$ cat config.mk
export PLATFORM = sky130hd
export DESIGN_NAME = pulse_gate
export DESIGN_NICKNAME = d
export VERILOG_FILES = /design/src/rtl/pulse_gate.sv
export SDC_FILE = /design/constraint.sdc
export NUM_CORES = 1
export LEC_CHECK = 0
export ABC_AREA = 1
export CORE_UTILIZATION = 55
export DETAILED_ROUTE_END_ITERATION = 7
export PLACE_DENSITY = 0.87
export SETUP_SLACK_MARGIN = 0.3
export SYNTH_ARGS = -nofsm -noshare
export SYNTH_HDL_FRONTEND = slang
export SYNTH_SLANG_ARGS = --single-unit
export TNS_END_PERCENT = 30
$ cat constraint.sdc
create_clock -name aclk -period 13 [get_ports aclk]
set_input_delay 3.9 -clock aclk [delete_from_list [all_inputs] [get_ports aclk]]
set_output_delay 3.9 -clock aclk [all_outputs]
set_load 0.1 [all_outputs]
$ cat src/rtl/pulse_gate.sv
// pulse_gate: trigger-synchronised gate forwarding a delayed window of AXI-Stream beats per pulse,
// with pulse/miss counters and a sticky overrun flag.
module pulse_gate #(
  parameter int AXIS_DATA_WIDTH = 32
) (
  input  logic                       aclk,
  input  logic                       aresetn,
  input  logic                       trig,
  input  logic [AXIS_DATA_WIDTH-1:0] s_axis_tdata,
  input  logic                       s_axis_tvalid,
  output logic                       s_axis_tready,
  output logic [AXIS_DATA_WIDTH-1:0] m_axis_tdata,
  output logic                       m_axis_tvalid,
  output logic                       m_axis_tlast,
  input  logic                       m_axis_tready,
  input  logic                       enable,
  input  logic [15:0]                delay,
  input  logic [15:0]                n_samples,
  input  logic                       status_clr,
  output logic [31:0]                pulse_count,
  output logic [15:0]                trig_miss,
  output logic                       overrun
);
  typedef enum logic [1:0] {IDLE, DELAY, CAPTURE} state_t;
  state_t r_state, w_state;
  logic r_trig_s1, r_trig_s2, r_trig_s3, r_trig_edge;
  logic [15:0] r_delay, r_nsamp, r_cnt, r_trig_miss;
  logic [15:0] w_delay, w_nsamp, w_cnt, w_cnt_inc;
  logic [AXIS_DATA_WIDTH-1:0] r_m_tdata;
  logic r_m_tvalid, r_m_tlast, r_overrun;
  logic [31:0] r_pulse_count;
  logic w_start, w_emit, w_done, w_dly_done, w_miss, w_ov_set;
  assign s_axis_tready = 1'b1;
  assign m_axis_tdata  = r_m_tdata;
  assign m_axis_tvalid = r_m_tvalid;
  assign m_axis_tlast  = r_m_tlast;
  assign pulse_count   = r_pulse_count;
  assign trig_miss     = r_trig_miss;
  assign overrun       = r_overrun;
  // The beat arriving with the accepted edge is processed as if the new state were already in force
  assign w_start    = r_state == IDLE && r_trig_edge && enable && n_samples != 16'd0;
  assign w_state    = w_start ? (delay != 16'd0 ? DELAY : CAPTURE) : r_state;
  assign w_delay    = w_start ? delay : r_delay;
  assign w_nsamp    = w_start ? n_samples : r_nsamp;
  assign w_cnt      = w_start ? 16'd0 : r_cnt;
  assign w_cnt_inc  = w_cnt + 16'd1;
  assign w_emit     = w_state == CAPTURE && s_axis_tvalid;
  assign w_done     = w_emit && w_cnt_inc == w_nsamp;
  assign w_dly_done = w_state == DELAY && s_axis_tvalid && w_cnt_inc == w_delay;
  assign w_miss     = r_trig_edge && r_state != IDLE;
  assign w_ov_set   = r_m_tvalid && !m_axis_tready;
  always_ff @(posedge aclk) begin
    if (!aresetn) begin
      r_state       <= IDLE;
      r_trig_s1     <= 1'b0;
      r_trig_s2     <= 1'b0;
      r_trig_s3     <= 1'b0;
      r_trig_edge   <= 1'b0;
      r_delay       <= '0;
      r_nsamp       <= '0;
      r_cnt         <= '0;
      r_m_tdata     <= '0;
      r_m_tvalid    <= 1'b0;
      r_m_tlast     <= 1'b0;
      r_pulse_count <= '0;
      r_trig_miss   <= '0;
      r_overrun     <= 1'b0;
    end else begin
      r_trig_s1   <= trig;
      r_trig_s2   <= r_trig_s1;
      r_trig_s3   <= r_trig_s2;
      r_trig_edge <= r_trig_s2 & ~r_trig_s3;
      if (w_start) begin
        r_delay <= delay;
        r_nsamp <= n_samples;
      end
      r_state    <= w_done ? IDLE : w_dly_done ? CAPTURE : w_state;
      r_cnt      <= (w_done || w_dly_done) ? 16'd0 : (s_axis_tvalid && w_state != IDLE) ? w_cnt_inc : w_cnt;
      r_m_tvalid <= w_emit;
      r_m_tlast  <= w_done;
      if (w_emit) r_m_tdata <= s_axis_tdata;
      // A same-cycle event wins over status_clr
      r_pulse_count <= status_clr ? 32'(w_done) : r_pulse_count + 32'(w_done);
      r_trig_miss   <= status_clr ? 16'(w_miss) : (w_miss && r_trig_miss != 16'hFFFF) ? r_trig_miss + 16'd1 : r_trig_miss;
      r_overrun     <= w_ov_set | (r_overrun & ~status_clr);
    end
  end
endmodule

---- Yosys cells after proc, flatten, opt, wreduce, memory -nomap -nowiden ----
Index checks and enable logic that the tools add are counted.
Widths: inputs -> output; s select.
word-level totals
  output and inout bits ................... 84
  register bits after elaboration ......... 137
cells by class
  equality and inequality tests ........... 5
  reductions and logical operators ........ 23
  multiplexer cells ....................... 10
  add/subtract/negate cells ............... 3
  bitwise gates (word level) .............. 6
operators with widths
  kind                   count
  $mux 16                4
  $add 16x1->16 const B  2
  $add 32x1->32          1
  $eq 16x16->1           2
  $reduce_bool 16->1     2
  $ne 16x16->1 const B   1
  $logic_and 1x1->1      11
  $mux 2                 3
  $reduce_bool 2->1      3
  $reduce_or 2->1        3
  $mux 1                 3
  $not 1->1              3
  $reduce_or 3->1        1
  $and 1x1->1            2
  $eq 2x1->1 const B     1
  $eq 2x2->1 const B     1
  $logic_not 2->1        1
  $logic_not 1->1        1
  $logic_or 1x1->1       1
  $or 1x1->1             1

---- Logic depth before layout (Yosys ltp) ----
  depth in word-level cells ............... 10
  mapped depth ............................ 39

---- Least setup slack after synthesis ----
Ideal clock, no wire load.
  kind .................................... in2reg
  start point ............................. input port n_samples[10]
  end point ............................... register r_pulse_count[28] (netlist: pulse_count[28])
  stages on the path ...................... 38
  data required time ...................... 12881 ps
  slack ................................... 4739 ps
  arrival time ............................ 8141 ps
  cells stage by stage .................... nor2_1 -> nand2_1 -> nor2_1 -> nand2_2 -> nand2_4 -> inv_2 -> clkbuf_1 -> nor2_1 -> ha_1 -> nand4_1 -> nor2_2 -> nand3_1 -> nand2_1 -> nand2_1 -> nand2_1 -> nand2_1 -> nor2_1 -> nand2_1 -> [... 2 more ...] -> inv_1 -> ha_1 -> ha_1 -> nand2_1 -> nor2_1 -> nand2_1 -> nor2_2 -> nand2_1 -> nor2_1 -> nand4_1 -> nor3_2 -> nand3_1 -> nor2_1 -> nand3_1 -> nor2_2 -> nand3_1 -> nand2_1 -> nor2_1
between the ends
  longest elaborated chain between the ends .. 7
  elaborated cells between the ends (all ways) .. 11
ends and longest elaborated chain
  item                                                      line    RTL
  from (decl)                                               18      input logic [15:0] n_samples,
  $reduce_bool 16->1                                        41      assign w_start = r_state == IDLE && r_trig_edge && enable && n_samples != 16'd0;
  $logic_and 1x1->1                                         41
  $mux 16 / $mux 2 (equally long branches)                  45, 42
  $add 16x1->16 / $eq 2x2->1 (equally long branches)        46, 47
  $eq 16x16->1 / $logic_and 1x1->1 (equally long branches)  48, 47
  $logic_and 1x1->1 (*)                                     48      assign w_done = w_emit && w_cnt_inc == w_nsamp;
  named net w_done                                          32      logic w_start, w_emit, w_done, w_dly_done, w_miss, w_ov_set;
  $add 32x1->32 (*)                                         83      r_pulse_count <= status_clr ? 32'(w_done) : r_pulse_count + 32'(w_done);
  to (signal assigned)                                      83
  to (decl)                                                 31      logic [31:0] r_pulse_count;
The timed path passes the listed nets; every way through them passes the cells marked *.
A chain may end at the register's enable or synchronous reset.

---- Worst setup path in the final report ----
  start point ............................. input port n_samples[10]
  end point ............................... register r_pulse_count[30] (netlist: pulse_count[30])
Same word-level chain as after synthesis.

==> qor.yml <==
pwr:
  power.density_mw_per_mm2: 110
  p_sw_w: 0.000225
  leakage_nw: 3.80
  total_power_w: 0.000981
  swShare_pct: 22.9
  pwr-share-seq_pct: 43.3
  pwr-share-comb_pct: 6.6
  p_clk_share_pct: 50.1
  vdd_drop_max_v: 0.0000904
  p_int_w: 0.000756
global_routing:
  antenna_found_initial: 0
  overflow: 0
  grt_pass1_vias: 6396
  grt_max_degree: 69
  grt_pass1_wl_um: 29100
  grtUsageTotal_pct: 28.8
worst_setup_path:
  critPathLaunchType: "input port"
  cp.arrival_ns: 9.93
  crit_slowest_cell: "nand2_4"
  crit_fanout: 68
  path_class: "input port to flop"
  worstPathRequired_ns: 13.36
  worstSetupEndpointType: "flop"
  slowest_delay_ns: 0.62
min_path:
  hp-class: "flop to flop"
die:
  dieArea_mm2: 0.0127
  design.core.area_mm2: 0.0120
  initial_core_util_pct: 56.4
  die_height_um: 113
  ioPinCount: 155
  rows: 40
  die_x_um: 113
placement:
  hpwl_um: 12500
  gp_congestion: 0.909
  dp_cells: 1240
  portBuffers: 153
  place_area_mm2: 0.00830
detailed_routing:
  dr_total_vias: 6805
  first_pass_iters: 6
  drt.antenna.violating_nets: 0
  viasPerCell: 5.35
  drc: 0
  drt-initial-drc-count: 589
  wl_per_cell_um: 14.0
  wl_um: 17900
clock_tree:
  tritoncts: "done"
  cts-resized-gates: 0
  clock_sinks: 137
  cts_made_buffers: 17
  clockRootBuffer: "clkbuf_16"
  clk_latency_ns: 0.43
  postCtsHoldBufs: 0
  h-tree-depth: 4
  clk_transition_reported_paths_ns: 0.06
  cts_max_path_buffers: 2
  postCtsSetupRepairBufs: 0
timing:
  skew_ns: 0.0107
  setup_viol: 0
  hold_violations: 0
  worst_slew_pin_slew_ns: 1.06
  tns_ns: 0
  final.period_utilization_pct: 73.6
  min_period_ns: 9.57
  maxSlewHeadroom_pct: 28.9
  rsz0062_at_grt: "no"
  drv_slew: 0
  timing.fmax_ghz: 0.104
layout:
  layout.cells.non_filler: 1272
  fin_area_mm2: 0.00890
  synthToLayoutAreaGrowth_pct: 31.9
  antenna_cells: 0
  postLayoutCoreUtil_pct: 74.4
  drive_gt1_share_pct: 7.38
  nets: 1187
synth:
  synth_edf_count: 0
  synth_cell_types: 48
  ys_warn_count: 0
  ys_ff_latch: 137
  syn_nets: 1043
  synth_ff_type: "dfxtp_1"
  yosysSeqAreaShare_pct: 40.7
  syn_inst: 968
  syn-cell-area_mm2: 0.00675
  avgSynthCellArea_um2: 6.97
  async_flop_share_pct: 0
run:
  cap_violations: 0
run_status:
  run_status: "finished, final reports clean"
[registers in the layout, indices dropped and copies added, names as in the netlist]
register	count
trig_miss	16
r_trig_s3	1
r_trig_s2	1
r_cnt	16
m_axis_tlast	1
m_axis_tdata	32
m_axis_tvalid	1
r_delay	16
r_nsamp	16
r_trig_edge	1
r_state	2
pulse_count	32
r_trig_s1	1
overrun	1
[per-layer routing]
layer	routed length, um	track usage (%)
met4	459	11.4
met1	7570	34.7
met2	8370	48.4
met5	0	0
met3	1450	8.62
[worst max-delay path: cells and delay by family]
kind	cells	cell delay [ns]
compound gates	1	0.14
fa+ha+maj	3	0.58
buf+inv	3	0.83
simple gates	30	4.46
[kinds of logic (layout without fill, tap and decap cells)]
kind of cell	Yosys count	after routing	synth area share, %
AND/OR/NAND/NOR	529	529	35.7
buffers and inverters	139	296	8.75
AO/OA/AOI/OAI	137	137	10.8
flip-flops	137	137	40.7
XOR/XNOR	12	12	1.97
multiplexers	9	9	1.34
adder cells (fa/ha/maj)	4	4	0.742
other	1	1	0.0556
[final timing paths]
path / slack [ns] / start / end / cells past startpoint
max: 3.43 / n_samples[10] / pulse_count[30] / 37
min: 0.38 / r_trig_s3 / r_trig_edge / 1
max reg2reg: 7.29 / r_state[0] / pulse_count[30] / 35
min reg2reg: 0.38 / r_trig_s3 / r_trig_edge / 1
[cells in the mapped netlist (3+ instances only)]
master    number  area (um^2)
nor2_1       187          702
nand2_1      184          691
dfxtp_1      137         2740
inv_1        104          390
o21ai_0       74          370
nand3_1       61          305
a21oi_1       37          185
nor2_2        18          113
clkbuf_1      17         63.8
nand4_1       17          106
nor3_1        16         80.1
mux2i_1        9         90.1
nand3b_1       9         67.6
xor2_1         7         61.3
nor2_4         6         67.6
o21ai_1        6         30.0
or2_2          6         37.5
a31oi_1        5         31.3
nand2_2        5         31.3
o21a_1         5         37.5
buf_6          4         45.0
ha_1           4         50.1
nand3_2        4         40.0
a211oi_1       3         22.5
buf_1          3         11.3
buf_2          3         15.0
nand3_4        3         52.6
nor3b_1        3         22.5
nor4_1         3         18.8
or2_0          3         18.8
xnor2_1        3         26.3
[cell usage in the layout, fill, tap and decap left out, drive strengths merged, types with 4 or more instances in the layout]
cell type,synthesis,final
nor3,17,17
nand3,68,68
nor2,212,212
o21a,5,5
dfxtp,137,137
nand4,17,17
clkbuf,17,17
inv,106,109
clkdlybuf4s50,0,153
clkinv,2,10
mux2i,9,9
nand2,191,191
or2,9,9
xor2,7,7
a31oi,5,5
o21ai,80,80
a21oi,37,37
nand3b,9,9
ha,4,4
[power by group through the flow]
stage,registers [W],clock network [W],logic (W)
4_1_cts,0.000425,0.000495,0.0000640
3_5_place_dp,0.000434,0,0.0000635
5_1_grt,0.000425,0.000517,0.0000704
2_1_floorplan,0.000435,0,0.0000315
3_3_place_gp,0.000434,0,0.0000627
6_report,0.000425,0.000491,0.0000647
[stage by stage]
step           setup WS [ns]  hold WS, ns
4_1_cts                 3.49        0.385
2_1_floorplan           4.74        0.368
3_3_place_gp            3.35        0.372
3_5_place_dp            3.07        0.378
5_1_grt                 2.62        0.395
6_report                3.43        0.381
[cell type report]
type,instances,area [um^2]
fill,880,3060
timing repair buffer,156,1550
clock buffer,17,425
inverter,108,405
tap,147,184
multi-input combinational,692,3410
clock inverter,15,175
sequential,137,2740
Note: power is estimated with default switching activity, not from simulation.
